<file path="src/rtl/ascon_aead128_pkg.sv">
// Shared Ascon types: 320-bit state, S-box layer FSM states and the 5-bit S-box table.
package ascon_aead128_pkg;

    typedef struct packed {
        logic [63:0] x0;
        logic [63:0] x1;
        logic [63:0] x2;
        logic [63:0] x3;
        logic [63:0] x4;
    } ascon_state_t;

    typedef enum logic [1:0] {
        IDLE,
        BUSY,
        DONE
    } sbox_ctrl_state_t;

    localparam logic [4:0] S_BOX [32] = '{
        5'h04, 5'h0b, 5'h1f, 5'h14, 5'h1a, 5'h15, 5'h09, 5'h02,
        5'h1b, 5'h05, 5'h08, 5'h12, 5'h1d, 5'h03, 5'h06, 5'h1c,
        5'h1e, 5'h13, 5'h07, 5'h0e, 5'h00, 5'h0d, 5'h11, 5'h18,
        5'h10, 5'h0c, 5'h01, 5'h19, 5'h16, 5'h0a, 5'h0f, 5'h17
    };

endpackage

</file>
<file path="src/rtl/sbox.sv">
// Single 5-bit Ascon column substitution; column MSB is the x0 bit.
module sbox
    import ascon_aead128_pkg::*;
(
    input  logic [4:0] x,
    output logic [4:0] y
);

    assign y = S_BOX[x];

endmodule

</file>
<file path="src/rtl/sbox_layer_ctrl.sv">
// Iterative Ascon S-box layer, LANES columns per cycle, valid/ready on both sides.
// Optional abort port enabled by defining SBOX_LAYER_CTRL_ABORT_EN.
module sbox_layer_ctrl
    import ascon_aead128_pkg::*;
#(
    parameter int LANES = 8
) (
    input  logic         clk,
    input  logic         rst_n,
    input  logic         in_valid,
    output logic         in_ready,
    input  logic [319:0] state_in,
    output logic         out_valid,
    input  logic         out_ready,
    output logic [319:0] state_out,
`ifdef SBOX_LAYER_CTRL_ABORT_EN
    input  logic         abort,
`endif
    output logic         busy
);

    localparam int NCOL = 64 / LANES;
    localparam int CW   = (NCOL > 1) ? $clog2(NCOL) : 1;

    sbox_ctrl_state_t state, state_nxt;
    logic [CW-1:0]    cnt;
    ascon_state_t     work, work_sub;
    logic             last;

    logic [5:0] col    [LANES];
    logic [4:0] col_in [LANES];
    logic [4:0] col_out[LANES];

    assign last      = (cnt == CW'(NCOL - 1));
    assign state_out = work;

    for (genvar g = 0; g < LANES; g++) begin : g_lane
        assign col[g]    = 6'(int'(cnt) * LANES + g);
        assign col_in[g] = {work.x0[col[g]], work.x1[col[g]],
                            work.x2[col[g]], work.x3[col[g]],
                            work.x4[col[g]]};
        sbox u_sbox (
            .x (col_in[g]),
            .y (col_out[g])
        );
    end

    always_comb begin
        work_sub = work;
        for (int j = 0; j < LANES; j++) begin
            work_sub.x0[col[j]] = col_out[j][4];
            work_sub.x1[col[j]] = col_out[j][3];
            work_sub.x2[col[j]] = col_out[j][2];
            work_sub.x3[col[j]] = col_out[j][1];
            work_sub.x4[col[j]] = col_out[j][0];
        end
    end

    always_comb begin
        state_nxt = state;
        in_ready  = (state == IDLE);
        out_valid = (state == DONE);
        busy      = (state != IDLE);
        case (state)
            IDLE:    if (in_valid) state_nxt = BUSY;
            BUSY:    if (last) state_nxt = DONE;
            DONE:    if (out_ready) state_nxt = IDLE;
            default: state_nxt = IDLE;
        endcase
`ifdef SBOX_LAYER_CTRL_ABORT_EN
        // abort outranks the output handshake
        if (abort && state != IDLE) state_nxt = IDLE;
`endif
    end

    always_ff @(posedge clk) begin
        if (!rst_n) begin
            state <= IDLE;
            cnt   <= '0;
            work  <= '0;
        end else begin
            state <= state_nxt;
`ifdef SBOX_LAYER_CTRL_ABORT_EN
            if (abort && state != IDLE) begin
                cnt  <= '0;
                work <= '0;
            end else
`endif
            case (state)
                IDLE: begin
                    if (in_valid) begin
                        work <= state_in;
                        cnt  <= '0;
                    end
                end
                BUSY: begin
                    work <= work_sub;
                    cnt  <= last ? '0 : cnt + CW'(1);
                end
                default: ;
            endcase
        end
    end

endmodule
</file>
<file path="config.mk">
export PLATFORM = sky130hd
export DESIGN_NAME = sbox_layer_ctrl
export DESIGN_NICKNAME = d
export VERILOG_FILES = /design/src/rtl/ascon_aead128_pkg.sv /design/src/rtl/sbox.sv /design/src/rtl/sbox_layer_ctrl.sv
export SDC_FILE = /design/constraint.sdc
export NUM_CORES = 1
export LEC_CHECK = 0
export CAP_MARGIN = 20
export CORE_AREA = 3 3 252 254
export DETAILED_ROUTE_END_ITERATION = 10
export DIE_AREA = 0 0 255 257
export SYNTH_ARGS = -nofsm -noshare
export SYNTH_HDL_FRONTEND = slang
export SYNTH_SLANG_ARGS = --single-unit
export TNS_END_PERCENT = 5
</file>
<file path="constraint.sdc">
create_clock -name clk -period 3.05 [get_ports clk]
set_input_delay 0.305 -clock clk [delete_from_list [all_inputs] [get_ports clk]]
set_output_delay 0.305 -clock clk [all_outputs]
set_load 0.01 [all_outputs]
</file>
==> key figures, run 1 <==
Run status
  – Status: complete, but fails checks
  – Failing checks: setup timing

Worst setup path
  – CP Depth: 11
  – R2R depth: 11
  – WP data arrival: 3560 ps
  – Most frequent CP cell: buf_4
  – Crit-path leading delay family: multiplexers
  – Flop2flop setup slack: -50 ps
  – Crit path from: cnt[0]
  – RR Endpoint: state_out[245]
  – CP Capture Type: flop
  – Crit start category: flop
  – Crit path capture: state_out[245]
  – Critical Path Fanout Max: 23
  – WP buf/inv: 4
  – Req. time, crit path: 3510 ps
  – Worst r2r src: cnt[0]
  – Worst setup path class: flop to flop
  – Worst-path cell chain: buf_4 -> buf_12 -> mux4_4 -> mux2i_4 -> buf_4 -> and2_1 -> nand2b_1 -> a31oi_4 -> buf_6 -> or3_1 -> o311ai_0
  – CP max stage cell: mux4_4
  – Slowest stage delay, CP: 720 ps

Yosys
  – Synth Net Count: 2529
  – Syn Area/Cell: 8.08 sq um
  – Post-synthesis cell area: 0.0177 sq mm
  – Number of synthesized flops with an enable pin: 0
  – Post-Synthesis Cells: 2187
  – Cell taking the most area after synthesis: dfxtp_1
  – Simple-gate share of the synthesized area: 18.1%
  – Compound-Gate Fraction of Synth Area: 27.1%
  – Synth top area share: 36.8%
  – XOR/XNOR share of the synthesized area: 1.78%
  – Yosys warns: 0
  – Adder-cell share of the synthesized area: 1.27%
  – Synth top cells by count: 375 x nand2_1, 325 x dfxtp_1, 196 x a21oi_1
  – Most instantiated library cell after synthesis: nand2_1
  – Largest family of logic cells by synthesized area: compound AO/OA/AOI/OAI gates
  – Sequential cell area fraction in the yosys report: 36.8%
  – FFs w/ async S/R, synth: 0%
  – Top FF cell, synth: dfxtp_1
  – Netlist cell types: 72
  – #FFs+latches synth: 325
  – Post-synthesis mux area share: 9.57%
  – Synth top area cells: dfxtp_1 37%, nand2_1 8.0%, a21oi_1 5.6%

Global routing
  – Global route hottest layer: met2
  – Largest net degree at the start of global routing: 140
  – Number of global-route vias before repair: 22248
  – Overall routing resource usage: 33.2%
  – Overflow after GRT: 0
  – First-pass GRT wire length: 159000 um
  – M3 GR Usage: 8.31%
  – Met1 GRT Util: 40.3%
  – Antenna violations before repair: 9
  – GR Util met2: 55.1%

Placement
  – Dpl cells: 3650
  – Dpl hpwl: 85600 um
  – Routability congestion estimate: 0.950
  – Area post-placement: 0.0265 sq mm
  – IO buf count: 646
  – Place WS: -233 ps

Floorplan
  – Die X: 255 um
  – Row count: 91
  – Die Y: 257 um
  – Die Area: 0.0655 sq mm
  – # IOs: 647
  – Initial core utilization: 28.7%
  – Core Region: 0.0615 sq mm

Clock tree
  – CTS Sinks: 325
  – CTS Hold Buffers Added: 0
  – CTS Buffer Depth: 3
  – CTS tree: yes
  – Worst-path clk slew: 60 ps
  – H-Tree Depth: 2
  – Clock root buffer: clkbuf_16
  – Latest clock arrival within the worst-skew pair: 570 ps
  – Total CTS buffers: 40

STA
  – RSZ-0062 raised after global routing: true
  – Worst setup margin: -51.3 ps
  – Max Clock Skew: 23.1 ps
  – Final hold vios: 0
  – Period minus WS final: 3100 ps
  – Fmax: 322 MHz
  – Final Max Tran Viols: 0
  – Worst Tran Pin Value: 870 ps
  – Slew headroom: 41.9%
  – Hold slack: 96.5 ps
  – Crit share post-route: 102%
  – Setup Viol. Count Final: 9

Power and ir drop
  – Pwr Density: 595 mW/mm^2
  – Leak: 0.0105 uW
  – Total power: 17000 uW
  – Worst vdd ir: 0.379 mV

Detailed routing
  – DR vias: 22489
  – # DRC: 0
  – DR pass1 iterations: 8
  – DRT antenna net count: 0
  – DRT iter0 DRCs: 2233
  – Total Wirelength: 115000 um
  – Vias/cell: 5.99
  – Avg WL per Cell: 30.6 um

Finish
  – Final #Nets: 3270
  – Area grow syn2layout: 61.4%
  – Fin area: 0.0285 sq mm
  – Non-filler cells in the finished layout: 3753
  – Layout cells sized above 1: 15.6%

Job
  – Number of max-cap violations: 0

Worst hold path
  – Hold/Removal Path Class: primary input to flop
## cell type report
cell class                      instances  area, sq um
Sequential cell                       325         6520
Clock inverter                         15          218
Inverter                               13         53.8
Fill cell                            5981        33000
Multi-Input combinational cell       1645        10600
Timing Repair Buffer                  903         8930
Tap cell                              790          988
Antenna cell                            5         12.5
Clock buffer                           57         1190
## sequential cells by signal (all words and copies together), names as in the netlist
signal	flops
cnt	3
state	2
state_out	320
## placed cells by master (no fill, tap or decap), types with 31 or more instances in the layout
master,Yosys,layout
o21ai_0,155,155
nor2_1,103,96
dfxtp_1,325,322
a21oi_1,196,192
buf_4,9,211
a31oi_1,106,105
mux2i_1,56,53
mux4_2,36,37
a22oi_1,74,72
nand3_1,139,139
nand2_1,375,372
clkdlybuf4s50_1,0,645
clkbuf_16,0,44
buf_12,2,31
## worst register-to-register path, cell delays in order, from the launching register on
cell and delay [ps]:
dfxtp_4 410, buf_4 140, buf_12 190, mux4_4 760
mux2i_4 200, buf_4 170, and2_1 210, nand2b_1 210
a31oi_4 130, buf_6 160, or3_1 340, o311ai_0 80
## power by group
part | leakage (uW) | total [uW] | switching [uW] | internal, uW
Sequential | 0.00268 | 5070 | 456 | 4610
Combinational | 0.00711 | 6700 | 3680 | 3030
Clock | 0.000692 | 5210 | 2070 | 3130
Total | 0.0105 | 17000 | 6210 | 10800
## through the flow
step / utilization, % / setup TNS (ps)
after floorplan: - / -328
after global placement: 43.1 / -6760
after detailed placement: 43.1 / -11470
after CTS: 45.8 / 0
after global routing: 46.4 / -2330
final: 46.4 / -167
## layer usage
layer / share of wire [%] / up-vias
met5: 0.050 / -
met4: 4.9 / 8
met3: 10 / 317
met2: 47 / 1532
met1: 38 / 11032
li1: - / 9600
## logic make-up after synthesis
logic type / Yosys count
AND/OR/NAND/NOR: 733
buffers and inverters: 217
XOR/XNOR: 36
adder cells (fa/ha/maj): 18
flip-flops: 325
AO/OA/AOI/OAI: 742
multiplexers: 116
## how the worst min path moves through the flow
stage | slack, ps | end | cells after the start | startpoint
after floorplan | 440 | state_out[128] | 2 | state_in[128]
after global placement | 470 | state_out[222] | 2 | state_out[222]
after detailed placement | 480 | state_out[222] | 2 | state_out[222]
after CTS | 60 | state_out[27] | 3 | rst_n
after global routing | 100 | state_out[27] | 3 | rst_n
final | 100 | state_out[27] | 3 | rst_n
## repair_timing
| action | 4_1_cts | 5_1_grt |
|---|---|---|
| pin swaps | 4 | 8 |
| resized for setup | 24 | 40 |
| setup endpoints to repair | 123 | 153 |
| buffers inserted | 12 | 10 |
| gates cloned | 1 | 3 |
(Power assumes the default switching activity.)
==> inputs of run 2 (changes only) <==
Settings changed: CORE_AREA 3 3 252 254 to 2 2 251 253, DIE_AREA 0 0 255 257 to 0 0 253 255.
==> run 2 against run 1 <==
  * The run still ends with setup timing left
  * Count of clock-buffer cells in the layout rose by 5
  * Design area rose by 0.50%
  * Via count fell by 0.18%
  * Sequential cell count did not move
  * Worst setup slack got worse by 18 ps
  * Routed wire length fell by 0.88%
  * Maximum frequency fell by 0.59%
  * Sequential power barely moved
  * Critical path depth did not move
  * Clock power fell by 1%
  * Hold slack improved by 140 ps
  * Final cell count fell by 0.16%
  * Largest cell class unchanged
==> key figures, run 2 (synthesis gave the netlist of run 1 again) <==
Detailed routing
  – DR vias: 22448 (-0.18%)
  – DRT iter0 DRCs: 2587 (+16%)
  – # DRC: 0 (unchanged)
  – Avg WL per Cell: 30.3 um (-0.72%)
  – DR pass1 iterations: 6 (-2)
  – Vias/cell: 5.99 (about the same)
  – Total Wirelength: 114000 um (-0.88%)
  – DRT antenna net count: 0 (unchanged)

STA
  – Slew headroom: 36.4% (-5.4 points)
  – Period minus WS final: 3120 ps (+18.4 ps)
  – Worst setup margin: -69.7 ps (-18.4 ps)
  – Setup Viol. Count Final: 10 (+1)
  – Crit share post-route: 102% (+0.60 points)
  – Final hold vios: 0 (unchanged)
  – Setup TNS: -442 ps (-276 ps)
  – Max Clock Skew: 28.5 ps (+5.43 ps)
  – Worst Tran Pin Value: 951 ps (+81.1 ps)
  – Fmax: 321 MHz (-0.59%)
  – Final Max Tran Viols: 0 (unchanged)
  – RSZ-0062 raised after global routing: true

Placement
  – Dpl hpwl: 83600 um (-2.4%)
  – Routability congestion estimate: 0.946 (-0.39%)
  – IO buf count: 646 (unchanged)
  – Area post-placement: 0.0261 sq mm (-1.4%)

Worst setup path
  – Critical Path Fanout Max: 8 (-65%)
  – CP Capture Type: flop
  – Crit start category: flop
  – WP data arrival: 3560 ps (about the same)
  – Worst setup path class: flop to flop
  – Req. time, crit path: 3490 ps (-20 ps)

Finish
  – Final #Nets: 3248 (-0.67%)
  – Largest register FFs: 320 (unchanged)
  – # fillers: 6115 (+2.2%)
  – Storage cell area: 0.00652 sq mm (unchanged)
  – Area of the multi-input gates: 0.0109 sq mm (+2.6%)
  – Commonest non-fill, non-tap cells in the layout: 645 x clkdlybuf4s50_1, 368 x nand2_1, 322 x dfxtp_1
  – Layout cells sized above 1: 16.3% (+0.66 points)
  – Fin area: 0.0287 sq mm (+0.50%)
  – Util after Layout: 46.1% (-0.27 points)
  – Commonest non-fill, non-tap cell in the layout: clkdlybuf4s50_1
  – Area grow syn2layout: 62.2%

Power and ir drop
  – Leak: 0.0105 uW (-0.16%)
  – Worst vdd ir: 0.410 mV (+8.3%)
  – Total power: 17000 uW (-0.16%)
  – Pwr Density: 591 mW/mm^2 (-0.66%)

Job
  – Number of max-cap violations: 0 (unchanged)

Clock tree
  – Worst-path clk slew: 60 ps (about the same)
  – CTS Hold Buffers Added: 0 (unchanged)
  – H-Tree Depth: 2 (unchanged)
  – CTS Buffer Depth: 3 (unchanged)
  – CTS Sinks: 325 (unchanged)
  – Latest clock arrival within the worst-skew pair: 580 ps (about the same)
  – CTS tree: yes
  – Total CTS buffers: 41 (+2.5%)
  – Clock root buffer: clkbuf_16

Floorplan
  – # IOs: 647 (unchanged)
  – Row count: 92 (+1.1%)
  – Core Region: 0.0622 sq mm (+1.1%)
  – Die Y: 255 um (-0.78%)
  – Die X: 253 um (-0.78%)
  – Die Area: 0.0645 sq mm (-1.6%)
  – Initial core utilization: 28.4% (-0.31 points)

Global routing
  – Antenna violations before repair: 13 (+4)
  – Overall routing resource usage: 33.4% (+0.20 points)
  – Largest net degree at the start of global routing: 102 (-27%)
  – Overflow after GRT: 0 (unchanged)
  – First-pass GRT wire length: 157000 um (-1.4%)
  – Number of global-route vias before repair: 21670 (-2.6%)

Run status
  – Failing checks: setup timing
  – Status: complete, but fails checks

Worst hold path
  – Hold/Removal Path Class: primary input to flop
[run 2: changes by cell type in the layout (fill, tap and decap cells not counted), moves of 4 or more]
cell and change:
nand2_1 -4, buf_4 -34, ha_4 +4, o311ai_0 -6, buf_6 +13, nand2_2 +4, a2111oi_2 +5, diode_2 +7
[run 2: layout make-up]
type | count | share of cell area [%]
clock buffers | 62 | 4.46
well taps | 799 | 3.49
repair buffers | 880 | 30.6
inverters | 13 | 0.210
multi-input cells | 1645 | 38.0
diodes | 12 | 0.105
flip-flops and latches | 325 | 22.7
clock inverters | 11 | 0.406
[run 2: timing repair]
action                     4_1_cts  5_1_grt
setup buffers                   27       14
setup endpoints to repair      179      187
gates resized for setup         60       90
pin swaps                       11       51
gates cloned                     4        1
[run 2: worst paths after layout]
kind	from	end	slack, ps	cells past startpoint
setup / recovery	cnt[1]	state_out[226]	-70	11
hold / removal	rst_n	state_out[27]	240	3
setup reg to reg	cnt[1]	state_out[226]	-70	11
hold reg to reg	state_out[195]	state_out[195]	480	2
[run 2: worst max-delay path: stages (launching register included)]
cell and delay (ps):
dfxtp_4 430, buf_12 150, nor2_4 40, a221o_1 370, a222oi_1 570, buf_4 250
ha_4 210, buf_6 120, o32ai_4 360, buf_12 170, nor3_1 50, a221o_1 260
[run 2: through the flow]
stage,hold WS [ps],worst slack [ps],cells
floorplan,439,-90.1,2187
CTS,203,-18.4,3721
detailed placement,479,-430,3617
global route,265,-88.4,3739
finish,238,-69.7,3747
global placement,476,-304,3616
[run 2: layer usage]
metal	share of wire, %	track usage, %	up-vias
li1	-	-	9593
met1	38	41.6	10946
met2	46	55.0	1590
met3	10	7.78	309
met4	5.0	15.2	10
met5	0.057	0	-
[run 2: report_power, final]
| part | internal, uW | switching (uW) | total [uW] |
|---|---|---|---|
| Combinational | 3000 | 3750 | 6740 |
| Clock | 3060 | 2090 | 5150 |
| Sequential | 4610 | 449 | 5060 |
==> inputs of run 3 (changes only) <==
Settings changed: GPL_TIMING_DRIVEN set to 0, PLACE_DENSITY_LB_ADDON set to 0.05.
==> run 3 against run 2 <==
  * The flow still finishes with violations (setup timing)
  * Clock power shrank 4.7%
  * Sequential share of layout area shrank 0.32 points
  * Sequential power is essentially flat
  * Largest power group unchanged
  * Count of clock-buffer cells in the layout grew 1
  * Utilization grew 0.61 points
  * Final cell count grew 1.2%
  * Die area is the same
  * Design area grew 1.3%
  * Register-to-register slack lost 170 ps
  * Clock skew grew 3.5 ps
  * Sequential cell count is the same
  * Maximum frequency shrank 5.2%
==> key figures, run 3 (synthesis gave the netlist of run 1 again) <==
Finish
  – Final #Nets: 3305 (+1.8%)
  – Commonest non-fill, non-tap cells in the layout: 645 x clkdlybuf4s50_1, 357 x nand2_1, 322 x dfxtp_1
  – Area of the multi-input gates: 0.0115 sq mm (+5.7%)
  – Storage cell area: 0.00651 sq mm (-0.12%)
  – Area grow syn2layout: 64.4%
  – Commonest non-fill, non-tap cell in the layout: clkdlybuf4s50_1
  – Layout cells sized above 1: 15.5% (-0.76 points)
  – Largest register FFs: 320 (unchanged)
  – # fillers: 6187 (+1.2%)

Power and ir drop
  – Pwr Density: 598 mW/mm^2 (+1.1%)
  – Sequential Power Share: 29.2% (-0.7 points)
  – P_int: 10500 uW (-1.8%)
  – Gate power share: 42.6% (+2.8 points)
  – Clock power frac: 28.3% (-2.1 points)
  – Worst vdd ir: 0.351 mV (-15%)
  – Total power: 17400 uW (+2.5%)
  – Switching power: 6890 uW (+9.8%)
  – Switching share of power: 39.7% (+2.6 points)
  – Leak: 0.0103 uW (-1.5%)

Clock tree
  – Worst-path clk slew: 60 ps (about the same)
  – Total CTS buffers: 41 (unchanged)
  – CTS Buffer Depth: 3 (unchanged)
  – CTS Sinks: 325 (unchanged)
  – H-Tree Depth: 2 (unchanged)
  – Latest clock arrival within the worst-skew pair: 590 ps (about the same)
  – CTS tree: yes
  – Clock root buffer: clkbuf_16

Worst setup path
  – R2R depth: 10 (-1)
  – Req. time, crit path: 3510 ps (+20 ps)
  – Crit path capture: state_out[205]
  – CP Depth: 10 (-1)
  – WP buf/inv: 3 (-1)
  – CP max stage cell: mux4_2
  – Worst r2r src: cnt[0]
  – RR Endpoint: state_out[205]
  – CP Capture Type: flop
  – Worst setup path class: flop to flop
  – Crit-path leading delay family: multiplexers
  – Worst-path cell chain: buf_12 -> buf_4 -> mux4_2 -> mux2i_1 -> or2_2 -> a211oi_2 -> a31oi_4 -> buf_6 -> nor3_1 -> a221o_1
  – Critical Path Fanout Max: 10 (+2)
  – Crit path from: cnt[0]
  – Flop2flop setup slack: -240 ps (-170 ps)
  – Slowest stage delay, CP: 620 ps (+50 ps)
  – WP data arrival: 3750 ps (+190 ps)
  – Crit start category: flop

Run status
  – Failing checks: setup timing
  – Status: complete, but fails checks

STA
  – Slew headroom: 14.8% (-22 points)
  – Period minus WS final: 3290 ps (+173 ps)
  – Fmax: 304 MHz (-5.2%)
  – Setup Viol. Count Final: 160 (+150)
  – Worst Tran Pin Value: 1280 ps (+327 ps)
  – Final hold vios: 0 (unchanged)
  – Max Clock Skew: 32.0 ps (+3.53 ps)
  – Setup TNS: -16530 ps (-16090 ps)
  – Final Max Tran Viols: 0 (unchanged)
  – Worst setup margin: -242 ps (-173 ps)
  – RSZ-0062 raised after global routing: true
  – Crit share post-route: 108% (+5.7 points)

Floorplan
  – Initial core utilization: 28.4% (unchanged)
  – Die Area: 0.0645 sq mm (unchanged)
  – Die Y: 255 um (unchanged)
  – Core Region: 0.0622 sq mm (unchanged)
  – # IOs: 647 (unchanged)
  – Row count: 92 (unchanged)
  – Die X: 253 um (unchanged)

Global routing
  – Antenna violations before repair: 6 (-7)
  – Number of global-route vias before repair: 22590 (+4.2%)
  – Largest net degree at the start of global routing: 12 (-88%)
  – Overall routing resource usage: 40.9% (+7.4 points)
  – First-pass GRT wire length: 182000 um (+16%)
  – Overflow after GRT: 0 (unchanged)

Placement
  – Place WS: -2110 ps (-1680 ps)
  – IO buf count: 645 (-0.15%)
  – Dpl hpwl: 106000 um (+27%)
  – Routability congestion estimate: 0.976 (+3.2%)

Detailed routing
  – DRT iter0 DRCs: 2981 (+15%)
  – DR pass1 iterations: 6 (unchanged)
  – DR vias: 23524 (+4.8%)
  – Avg WL per Cell: 36.3 um (+19%)
  – DRT antenna net count: 0 (unchanged)
  – # DRC: 0 (unchanged)
  – Vias/cell: 6.20 (+3.5%)
  – Total Wirelength: 138000 um (+21%)

Worst hold path
  – Hold/Removal Path Class: primary input to flop

Job
  – Number of max-cap violations: 0 (unchanged)
## run 3: cell types whose count changed in the layout (fill, tap and decap cells not counted), sizes merged
cell	change
buf	-103
clkbuf	+159
clkdlybuf4s15	+1
clkdlybuf4s18	+1
clkinv	-4
clkinvlp	+1
diode	-8
inv	-1
## run 3: metal layers
metal / up-vias / global-route usage, % / routed length (um)
li1: 9689 / - / -
met1: 11673 / 50.1 / 52000
met2: 1751 / 66.4 / 62800
met3: 411 / 9.42 / 14000
met4: 0 / 22.7 / 8700
met5: - / 0 / 0
## run 3: how the worst min path moves through the flow
stage / start / end / slack (ps) / depth (start not counted)
5_1_grt: state_in[182] / state_out[182] / 300 / 3
4_1_cts: state_in[172] / state_out[172] / 260 / 3
2_1_floorplan: state_in[128] / state_out[128] / 440 / 2
3_5_place_dp: state_out[244] / state_out[244] / 480 / 2
6_report: state_in[172] / state_out[172] / 270 / 3
3_3_place_gp: state_out[193] / state_out[193] / 470 / 2
## run 3: timing repair
| action | CTS | global route |
|---|---|---|
| endpoints found under the setup margin | 324 | 316 |
| buffers inserted | 64 | 13 |
| gates resized for setup | 272 | 145 |
| hold buffers | 0 | 0 |
| pin swaps | 57 | 61 |
## run 3: stage by stage
stage,hold slack [ps],instances,util [%],area [sq um]
2_1_floorplan,439,2187,-,17700
3_3_place_gp,468,3631,40.5,25200
3_5_place_dp,481,3646,40.7,25300
4_1_cts,258,3776,45.7,28400
5_1_grt,296,3792,46.7,29000
6_report,274,3793,46.7,29000
## run 3: worst register-to-register path, cell delays in order, from the launching register on
cell and delay (ps):
dfxtp_2 360, buf_12 160, buf_4 180, mux4_2 620, mux2i_1 610, or2_2 290
a211oi_2 100, a31oi_4 340, buf_6 200, nor3_1 50, a221o_1 270
## run 3: final cells by class
cell class                 count  area share [%]
inverter                      13           0.198
tap                          799            3.44
clock inverter                 7           0.327
antenna                        4          0.0345
clock buffer                  63            4.02
timing repair buffer         737            25.3
sequential                   325            22.4
multi-input combinational   1645            39.6
buffer                       200            4.64
## run 3: power by group through the flow
stage | registers [uW] | clock network [uW] | logic, uW
CTS | 5040 | 4890 | 6840
floorplan | 5100 | 0 | 2400
global placement | 5120 | 0 | 5570
finish | 5070 | 4910 | 7400
global route | 5080 | 5040 | 7520
detailed placement | 5120 | 0 | 5730
==> RTL edit (flow settings as in run 2) <==
Build with the macro `SBOX_LAYER_CTRL_ABORT_EN` defined.
--- a/src/rtl/sbox_layer_ctrl.sv
+++ b/src/rtl/sbox_layer_ctrl.sv
@@ -1,4 +1,6 @@
 // Iterative Ascon S-box layer, LANES columns per cycle, valid/ready on both sides.
 // Optional abort port enabled by defining SBOX_LAYER_CTRL_ABORT_EN.
+`define SBOX_LAYER_CTRL_ABORT_EN
+
 module sbox_layer_ctrl
     import ascon_aead128_pkg::*;
Interface: changed (added abort); port bits go from 647 to 648. No check against the original RTL was run, so the function may have changed too.
==> RTL edit against run 2 <==
Core utilization down 1.4 points. Count of clock-buffer cells in the layout up 4. Largest cell class unchanged. Sequential cell count unchanged. Setup slack better by 0.071 ns. Power down 5.6%. Highest routed layer unchanged. Cell count down 1.7%. Sequential share of layout area up 0.71 points. Wire length down 3.4%. Synthesized area down 1.6%. Final area down 3.1%. Sequential power about the same. Combinational power down 6.5%.
==> RTL edit: results (changes against run 2) <==
The run finished with clean final reports. Via count of the first global-routing pass: 20600 (-4.8%). The tools report the final weighted congestion in routability-driven placement as 0.965 (+2.0%). Sorting the synthesized cells by how often they occur yields sky130_fd_sc_hd__dfxtp_1 (325), sky130_fd_sc_hd__nand2_1 (324), sky130_fd_sc_hd__a21oi_1 (201). The logs give 151000 um (-3.6%) for the first-pass GRT wire length and 37.4% (+0.60 points) for the part of the Yosys area used for sequential elements.

The count of fill cells added during filler insertion is 6137 (+0.36%). The count of buffers inserted at the top-level ports is 647 (+0.15%), and the synthesized instance count is 2128 (-2.7%). The post-synthesis net count is 2471 (-2.3%), and the fraction of layout instances using a drive strength above 1 is 14.7% (-1.6 points). The length of routed met3 wiring was 9930 um (-14%). For the number of nets at the end of the flow, the log shows 3190 (-1.8%). The worst slack after detailed placement is -0.257 ns (+0.172 ns). The largest fanout of any net on the critical path works out to 8 (unchanged). The run gives 3683 (-1.7%) as the filler-free cell count of the finished design. The tools report the instance count after placement with tap cells included as 3599 (-0.50%).

The initial detailed-routing violation count came out at 2323 (-10%). The source-to-sink clock delay at the later pin of the worst-skew pair came out at 0.56 ns (-0.02 ns). The run gives 6.17% (-1.6 points) as the routing usage on met3. The placed instance area is 0.0262 mm^2 (+0.41%), and the headroom to the max-slew limit is 31.4% (-5.0 points). The worst-case clock skew was 0.0232 ns (-0.00528 ns). The switching power was 5.87 mW (-6.6%); the combined global-route utilization of all metal layers was 32.3% (-1.1 points). The run gives 326 uV (-21%) as the worst vdd rail ir drop. The initial antenna violation count was 10 (-3); the pin count of the biggest net entering global routing was 151 (+48%). Met2 layer usage reported by global route: 53.5% (-1.5 points). The startpoint identified for the worst hold timing path is state_in[135]. The count of warnings emitted by yosys is 0 (unchanged). The logs give 51900 um (-1.4%) for the sum of met2 wire segment lengths after detailed routing and 40 (-2.4%) for the TritonCTS buffer count.

After synthesis, the cell types taking the most area are sky130_fd_sc_hd__dfxtp_1 (37%), sky130_fd_sc_hd__nand2_1 (7.0%), sky130_fd_sc_hd__mux4_2 (6.1%), sky130_fd_sc_hd__a21oi_1 (5.8%), sky130_fd_sc_hd__o21ai_0 (5.5%). Fraction of met1 tracks used by global routing: 41.3% (-0.35 points). The average via count per standard cell is 5.87 (-2.0%). The critical path starts at cnt[0]$_SDFFE_PP0P_. The tools report the worst flop-to-flop path startpoint as cnt[0]$_SDFFE_PP0P_. The routed wire length was 110000 um (-3.4%); the leakage power total was 10.1 nW (-3.9%).

The run gives 82200 um (-1.6%) as the sum of net half-perimeters after detailed placement. The tools report the register area as 0.00652 mm^2 (about the same). For the routed length on met1, the log shows 43100 um (-1.2%).
[RTL edit: changes by cell type after synthesis, moves of 11 or more]
cell                       delta
sky130_fd_sc_hd__and3_1      +14
sky130_fd_sc_hd__o211ai_1    -19
sky130_fd_sc_hd__mux4_2      +11
sky130_fd_sc_hd__a22o_1      -11
sky130_fd_sc_hd__nor3_1      -25
sky130_fd_sc_hd__a311oi_1    -17
sky130_fd_sc_hd__o21ai_0     +35
sky130_fd_sc_hd__nand2_1     -51
sky130_fd_sc_hd__a221o_1     -11
sky130_fd_sc_hd__nand2b_1    -12
sky130_fd_sc_hd__a211oi_1    +14
sky130_fd_sc_hd__a221oi_1    +39
[RTL edit: layout make-up]
class,count,area share [%]
clock buffer,66,4.21
timing repair buffer,879,31.3
sequential,325,23.4
antenna,8,0.0720
clock inverter,5,0.203
multi-input combinational,1582,36.9
inverter,19,0.270
tap,799,3.60
[RTL edit: repair_timing]
item / 4_1_cts / 5_1_grt
gates cloned: 0 / 1
pin swaps: 0 / 3
setup buffers: 4 / 0
resized for setup: 7 / 39
endpoints found under the setup margin: 117 / 140
[RTL edit: path summary, 6_finish.rpt]
path	slack (ns)	to	depth (start not counted)
max	0.001	state_out[222]$_SDFFE_PP0P_	13
min	0.30	state_out[135]$_SDFFE_PP0P_	3
max reg2reg	0.001	state_out[222]$_SDFFE_PP0P_	13
min reg2reg	0.50	state_out[220]$_SDFFE_PP0P_	2
[RTL edit: power by group through the flow]
stage,clock network [mW],logic [mW],registers [mW]
floorplan,0,2.29,5.08
global placement,0,6.03,5.14
detailed placement,0,6.08,5.13
CTS,4.68,6.14,5.04
global route,4.86,6.60,5.07
finish,4.64,6.30,5.06
[RTL edit: logic make-up (layout without fill, tap and decap cells)]
group,Yosys count,after routing,synth area share (%)
DFF,325,325,37.4
buffers and inverters,221,969,5.41
AOI/OAI and AO/OA,747,747,26.7
xor gates and xnor gates,36,36,1.94
and+or+nand+nor,668,668,17.1
other,0,8,0
muxes,113,113,10.1
adders and majority gates,18,18,1.30
[RTL edit: critical path, cell delays in order, from the launching register on]
cell and delay [ns]:
sky130_fd_sc_hd__dfxtp_4 0.41, sky130_fd_sc_hd__buf_12 0.14, sky130_fd_sc_hd__mux4_2 0.49, sky130_fd_sc_hd__mux2i_1 0.32, sky130_fd_sc_hd__buf_4 0.22, sky130_fd_sc_hd__inv_1 0.07, sky130_fd_sc_hd__ha_1 0.31, sky130_fd_sc_hd__inv_1 0.12
sky130_fd_sc_hd__nand3_1 0.10, sky130_fd_sc_hd__o2111ai_1 0.17, sky130_fd_sc_hd__xor2_2 0.23, sky130_fd_sc_hd__buf_12 0.16, sky130_fd_sc_hd__nand2_1 0.06, sky130_fd_sc_hd__a31oi_1 0.16
